<file path="config.mk">
export PLATFORM = sky130hd
export DESIGN_NAME = mult_arbiter
export DESIGN_NICKNAME = d
export VERILOG_FILES = /design/src/rtl/mult_arbiter.sv
export SDC_FILE = /design/constraint.sdc
export NUM_CORES = 1
export LEC_CHECK = 0
export BUFFER_PORTS_ARGS = -buffer_cell sky130_fd_sc_hd__buf_2
export CORE_MARGIN = 2
export CORE_UTILIZATION = 35
export CTS_CLUSTER_DIAMETER = 40
export DETAILED_ROUTE_END_ITERATION = 6
export GPL_TIMING_DRIVEN = 0
export PLACE_DENSITY = 0.68
export REMOVE_ABC_BUFFERS = 1
export SYNTH_ARGS = -nofsm -noshare
export SYNTH_HDL_FRONTEND = slang
export SYNTH_SLANG_ARGS = --single-unit
</file>
<file path="constraint.sdc">
create_clock -name sysclk -period 1.6 [get_ports sysclk]
set_input_delay 0.08 -clock sysclk [delete_from_list [all_inputs] [get_ports sysclk]]
set_output_delay 0.08 -clock sysclk [all_outputs]
set_load 0.05 [all_outputs]
</file>
<file path="src/rtl/mult_arbiter.sv">
// Round-robin arbiter sharing one multiplier between NUM_REQ requesters.
// Latches the winner's operands, runs the enable/ready handshake and returns the product.
module mult_arbiter #(
  parameter int NUM_REQ = 2,
  parameter int WIDTH   = 32,
  parameter int TIMEOUT = 255
) (
  input  logic                     sysclk,
  input  logic                     nreset,
  input  logic [NUM_REQ-1:0]       req,
  input  logic [NUM_REQ*WIDTH-1:0] op_a,
  input  logic [NUM_REQ*WIDTH-1:0] op_b,
  output logic [NUM_REQ-1:0]       ack,
  output logic [NUM_REQ-1:0]       done,
  output logic [NUM_REQ-1:0]       err,
  output logic [WIDTH-1:0]         result,
  output logic                     busy,
  output logic                     mul_enable,
  output logic [WIDTH-1:0]         mul_a,
  output logic [WIDTH-1:0]         mul_b,
  input  logic [WIDTH-1:0]         mul_result,
  input  logic                     mul_ready,
  output logic [2:0]               state_dbg
);

  // Requester handshake: req is held high until that requester's done or err
  // pulse; ack marks the cycle after which its operands may change.
  localparam int IW = (NUM_REQ > 1) ? $clog2(NUM_REQ) : 1;
  localparam logic [7:0] TO_LAST = 8'(TIMEOUT - 1);

  typedef enum logic [2:0] {
    S_IDLE  = 3'd0,
    S_START = 3'd1,
    S_WAIT  = 3'd2,
    S_DONE  = 3'd3,
    S_ABORT = 3'd4
  } state_t;

  state_t               state;
  logic [IW-1:0]        rr;
  logic [IW-1:0]        win;
  logic [NUM_REQ-1:0]   gnt_oh;
  logic [7:0]           cnt;

  assign state_dbg = state;

  // Search starts just after the last winner so every requester gets a turn.
  always_comb begin
    win = '0;
    for (int k = NUM_REQ; k >= 1; k--) begin
      if (req[(int'(rr) + k) % NUM_REQ]) win = IW'((int'(rr) + k) % NUM_REQ);
    end
  end

  always_ff @(posedge sysclk or negedge nreset) begin
    if (!nreset) begin
      state      <= S_IDLE;
      rr         <= IW'(NUM_REQ - 1);
      gnt_oh     <= '0;
      cnt        <= '0;
      ack        <= '0;
      done       <= '0;
      err        <= '0;
      result     <= '0;
      busy       <= 1'b0;
      mul_enable <= 1'b0;
      mul_a      <= '0;
      mul_b      <= '0;
    end else begin
      ack  <= '0;
      done <= '0;
      err  <= '0;
      case (state)
        S_IDLE: begin
          if (|req && mul_ready) begin
            state      <= S_START;
            rr         <= win;
            gnt_oh     <= NUM_REQ'(1) << win;
            ack        <= NUM_REQ'(1) << win;
            mul_a      <= op_a[win*WIDTH +: WIDTH];
            mul_b      <= op_b[win*WIDTH +: WIDTH];
            mul_enable <= 1'b1;
            busy       <= 1'b1;
            cnt        <= '0;
          end
        end
        S_START: begin
          if (!mul_ready) begin
            state      <= S_WAIT;
            mul_enable <= 1'b0;
            cnt        <= '0;
          end else if (cnt == TO_LAST) begin
            state      <= S_ABORT;
            mul_enable <= 1'b0;
            err        <= gnt_oh;
          end else begin
            cnt <= cnt + 8'd1;
          end
        end
        S_WAIT: begin
          if (mul_ready) begin
            state  <= S_DONE;
            result <= mul_result;
            done   <= gnt_oh;
          end else if (cnt == TO_LAST) begin
            state <= S_ABORT;
            err   <= gnt_oh;
          end else begin
            cnt <= cnt + 8'd1;
          end
        end
        S_DONE, S_ABORT: begin
          state <= S_IDLE;
          busy  <= 1'b0;
        end
        default: begin
          state      <= S_IDLE;
          busy       <= 1'b0;
          mul_enable <= 1'b0;
        end
      endcase
    end
  end

endmodule

</file>
==> impl_metrics.json <==
{
  "placed_cells": 890,
  "vias_per_cell": 4.79,
  "report.power.total_uw": 18300,
  "area_delta_synth_final_pct": 78.0,
  "ys_ff_latch": 118,
  "crit_chain": "a21boi_4 > buf_12 > buf_12 > mux2i_1 > o21ai_0",
  "wl_per_cell_um": 16.3,
  "syn_inst": 459,
  "grt_first_pass_wirelength_um": 28100,
  "path_delay_family": "flip-flops",
  "ctsRootBufferMaster": "clkbuf_16",
  "fin_crit_ps": 1530,
  "drtIter0Drc": 278,
  "fp.dieW_um": 125,
  "critical_path_class": "reg2reg",
  "whs_path_depth": 3,
  "postSynthAreaPerCell_um2": 11.3,
  "drc_errors": 0,
  "synthTopCellsByArea": "dfrtp_1 (57%), mux2i_1 (12%), mux2_2 (7.0%)",
  "grt_pass1_vias": 5581,
  "start_util_pct": 35.7,
  "core-area_mm2": 0.0145,
  "num_vias": 5250,
  "num_rows": 44,
  "reg2reg_from": "rr",
  "drive_gt1_share_pct": 41.4,
  "r2r_end": "mul_a[11]",
  "dieArea_mm2": 0.0157,
  "cts_tree": "built",
  "antenna_found_initial": 1,
  "clkTransAtPathRegs_ps": 50,
  "ys_seq_area_share_pct": 57.2,
  "cts.sinks": 118,
  "cp_common_cell": "buf_12",
  "gp_congestion": 0.753,
  "die_height_um": 125,
  "numPortBuffers": 271,
  "clk_latency_ps": 410,
  "r2r_cells": 5,
  "min_to": "mul_b[22]",
  "hold_path.class": "in2reg",
  "place_area_mm2": 0.00674,
  "final_area_mm2": 0.00919,
  "max-vdd-ir-drop_mv": 1.13,
  "cts.path.max_buffers": 2,
  "hold_ws_ps": 2.44,
  "tightestPinTransition_ps": 577,
  "yosys_warnings": 0,
  "cp.arrival_ps": 1800,
  "cp_max_fo": 25,
  "final_nets": 1066,
  "fmax_mhz": 653,
  "r2r_slack_ps": 70,
  "hpwl_um": 9360,
  "path_depth": 5,
  "setup_viol_count_final": 0,
  "syn-cell-area_mm2": 0.00516,
  "outcome": "finished clean",
  "worst_path_max_delay_cell": "dfstp_2",
  "power.leakage_uw": 0.00462,
  "clock-skew-final_ps": 6.01,
  "h-tree-depth": 4,
  "hold_start": "op_b[22]",
  "slew_violations": 0,
  "hold_violations": 0,
  "boundaryPins": 272,
  "ant_nets": 0,
  "tns_ps": 0,
  "required_ps": 1870,
  "slew_headroom_pct": 61.5,
  "overflow": 0,
  "cap_viol_max_count": 0,
  "grt_use_total_pct": 22.7,
  "crit_buf_inv": 2,
  "grt_max_degree": 65,
  "power_density_mw_per_mm2": 1990,
  "synth_area_leader_cell": "dfrtp_1",
  "yosysUniqueCellTypes": 35,
  "drt-total-wl_um": 17800,
  "layout.cells.non_filler": 1097,
  "max_stage_delay_ps": 630,
  "crit_path_end_kind": "register",
  "first_pass_iters": 4,
  "post-route-period-util_pct": 95.7,
  "fillCellCount": 1081,
  "start_kind": "register",
  "cts-buffers-inserted": 17,
  "synth.top_cell.area_share_pct": 56.7
}
-- per-stage QoR --
step	worst slack, ps	util (%)
floorplan	-3890	-
global placement	-5700	45.7
detailed placement	-557	46.5
CTS	2.75	63.0
global route	-2.92	63.5
finish	69.4	63.5
-- layout by cell type (no fill, tap or decap), types with 3 or more instances in the layout --
master | Yosys | layout
dlygate4sd3_1 | 0 | 148
mux2i_1 | 64 | 64
dfrtp_1 | 117 | 114
buf_4 | 0 | 18
nor2_1 | 7 | 6
buf_12 | 0 | 6
and2_1 | 4 | 4
dfrtp_2 | 0 | 3
buf_2 | 18 | 270
nor2_4 | 0 | 3
nand2_1 | 71 | 70
nor2b_1 | 4 | 3
a21oi_1 | 12 | 11
bufinv_16 | 0 | 5
nand3_4 | 0 | 4
clkbuf_1 | 9 | 4
clkbuf_16 | 0 | 17
inv_1 | 8 | 8
mux2_2 | 32 | 32
and3_1 | 3 | 3
nand3_1 | 8 | 7
clkinv_2 | 0 | 3
o21ai_0 | 69 | 69
-- sequential cells by signal, summed over array words and instances, names as in the netlist --
signal and cells:
cnt 8, state_dbg 3, mul_a 32, done 2
busy 1, mul_b 32, gnt_oh 2, result 32
rr 1, ack 2, mul_enable 1, err 2
-- layer usage --
metal,share of wire [%],track usage [%]
met1,40,25.9
met2,49,38.3
met3,7.4,6.85
met4,3.6,12.3
met5,0,0
-- cells by family after synthesis --
| kind of cell | synth area share (%) |
|---|---|
| AO/OA/AOI/OAI | 10.2 |
| adder cells (fa/ha/maj) | 0.484 |
| buffers and inverters | 3.20 |
| flip-flops | 57.2 |
| multiplexers | 19.4 |
| AND/OR/NAND/NOR | 9.54 |
-- how the worst max path moves through the flow --
stage	endpoint	from
after CTS	mul_b[24]	state_dbg[0]
after global routing	cnt[7]	state_dbg[0]
after detailed placement	mul_a[6]	state_dbg[2]
after global placement	mul_a[11]	rr
final	mul_a[11]	rr
after floorplan	mul_a[0]	rr
-- worst min-delay path, stage by stage --
cell	delay (ps)
buf_2	90
mux2i_1	50
o21ai_0	140
-- Yosys cell counts, drive strengths merged --
cell type,n
a21boi,1
a21o,2
a21oi,13
a31oi,2
and2,4
and3,3
and4,2
buf,19
clkbuf,9
dfrtp,117
dfstp,1
ha,2
inv,8
mux2,32
mux2i,64
nand2,71
nand2b,3
nand3,8
nand3b,1
nand4,2
nand4b,1
nor2,8
nor2b,4
nor3,1
o211ai,2
o21a,2
o21ai,71
o21bai,2
o31ai,2
or2,1
or3b,1
-- power breakdown --
part	internal, uW	switching (uW)
combinational	2590	6600
sequential	4300	708
clock	2840	1310
-- what timing repair did --
action	in CTS	in global routing
hold buffers	148	0
endpoints found under the setup margin	112	86
buffers inserted	13	8
pin swaps	5	1
endpoints found under the hold margin	148	0
gates resized for setup	18	3
gates cloned	5	0
-- area by class of cell --
| type | count | area (um2) | area share (%) |
|---|---|---|---|
| Timing Repair Buffer | 444 | 3130 | 34.0 |
| Clock buffer | 23 | 468 | 5.09 |
| Clock inverter | 9 | 173 | 1.88 |
| Antenna cell | 1 | 2.50 | 0.0272 |
| Multi-Input combinational cell | 310 | 2200 | 24.0 |
| Sequential cell | 118 | 2960 | 32.2 |
| Tap cell | 184 | 230 | 2.50 |
| Inverter | 8 | 30.0 | 0.327 |
Note: power is estimated with default switching activity, not from simulation.
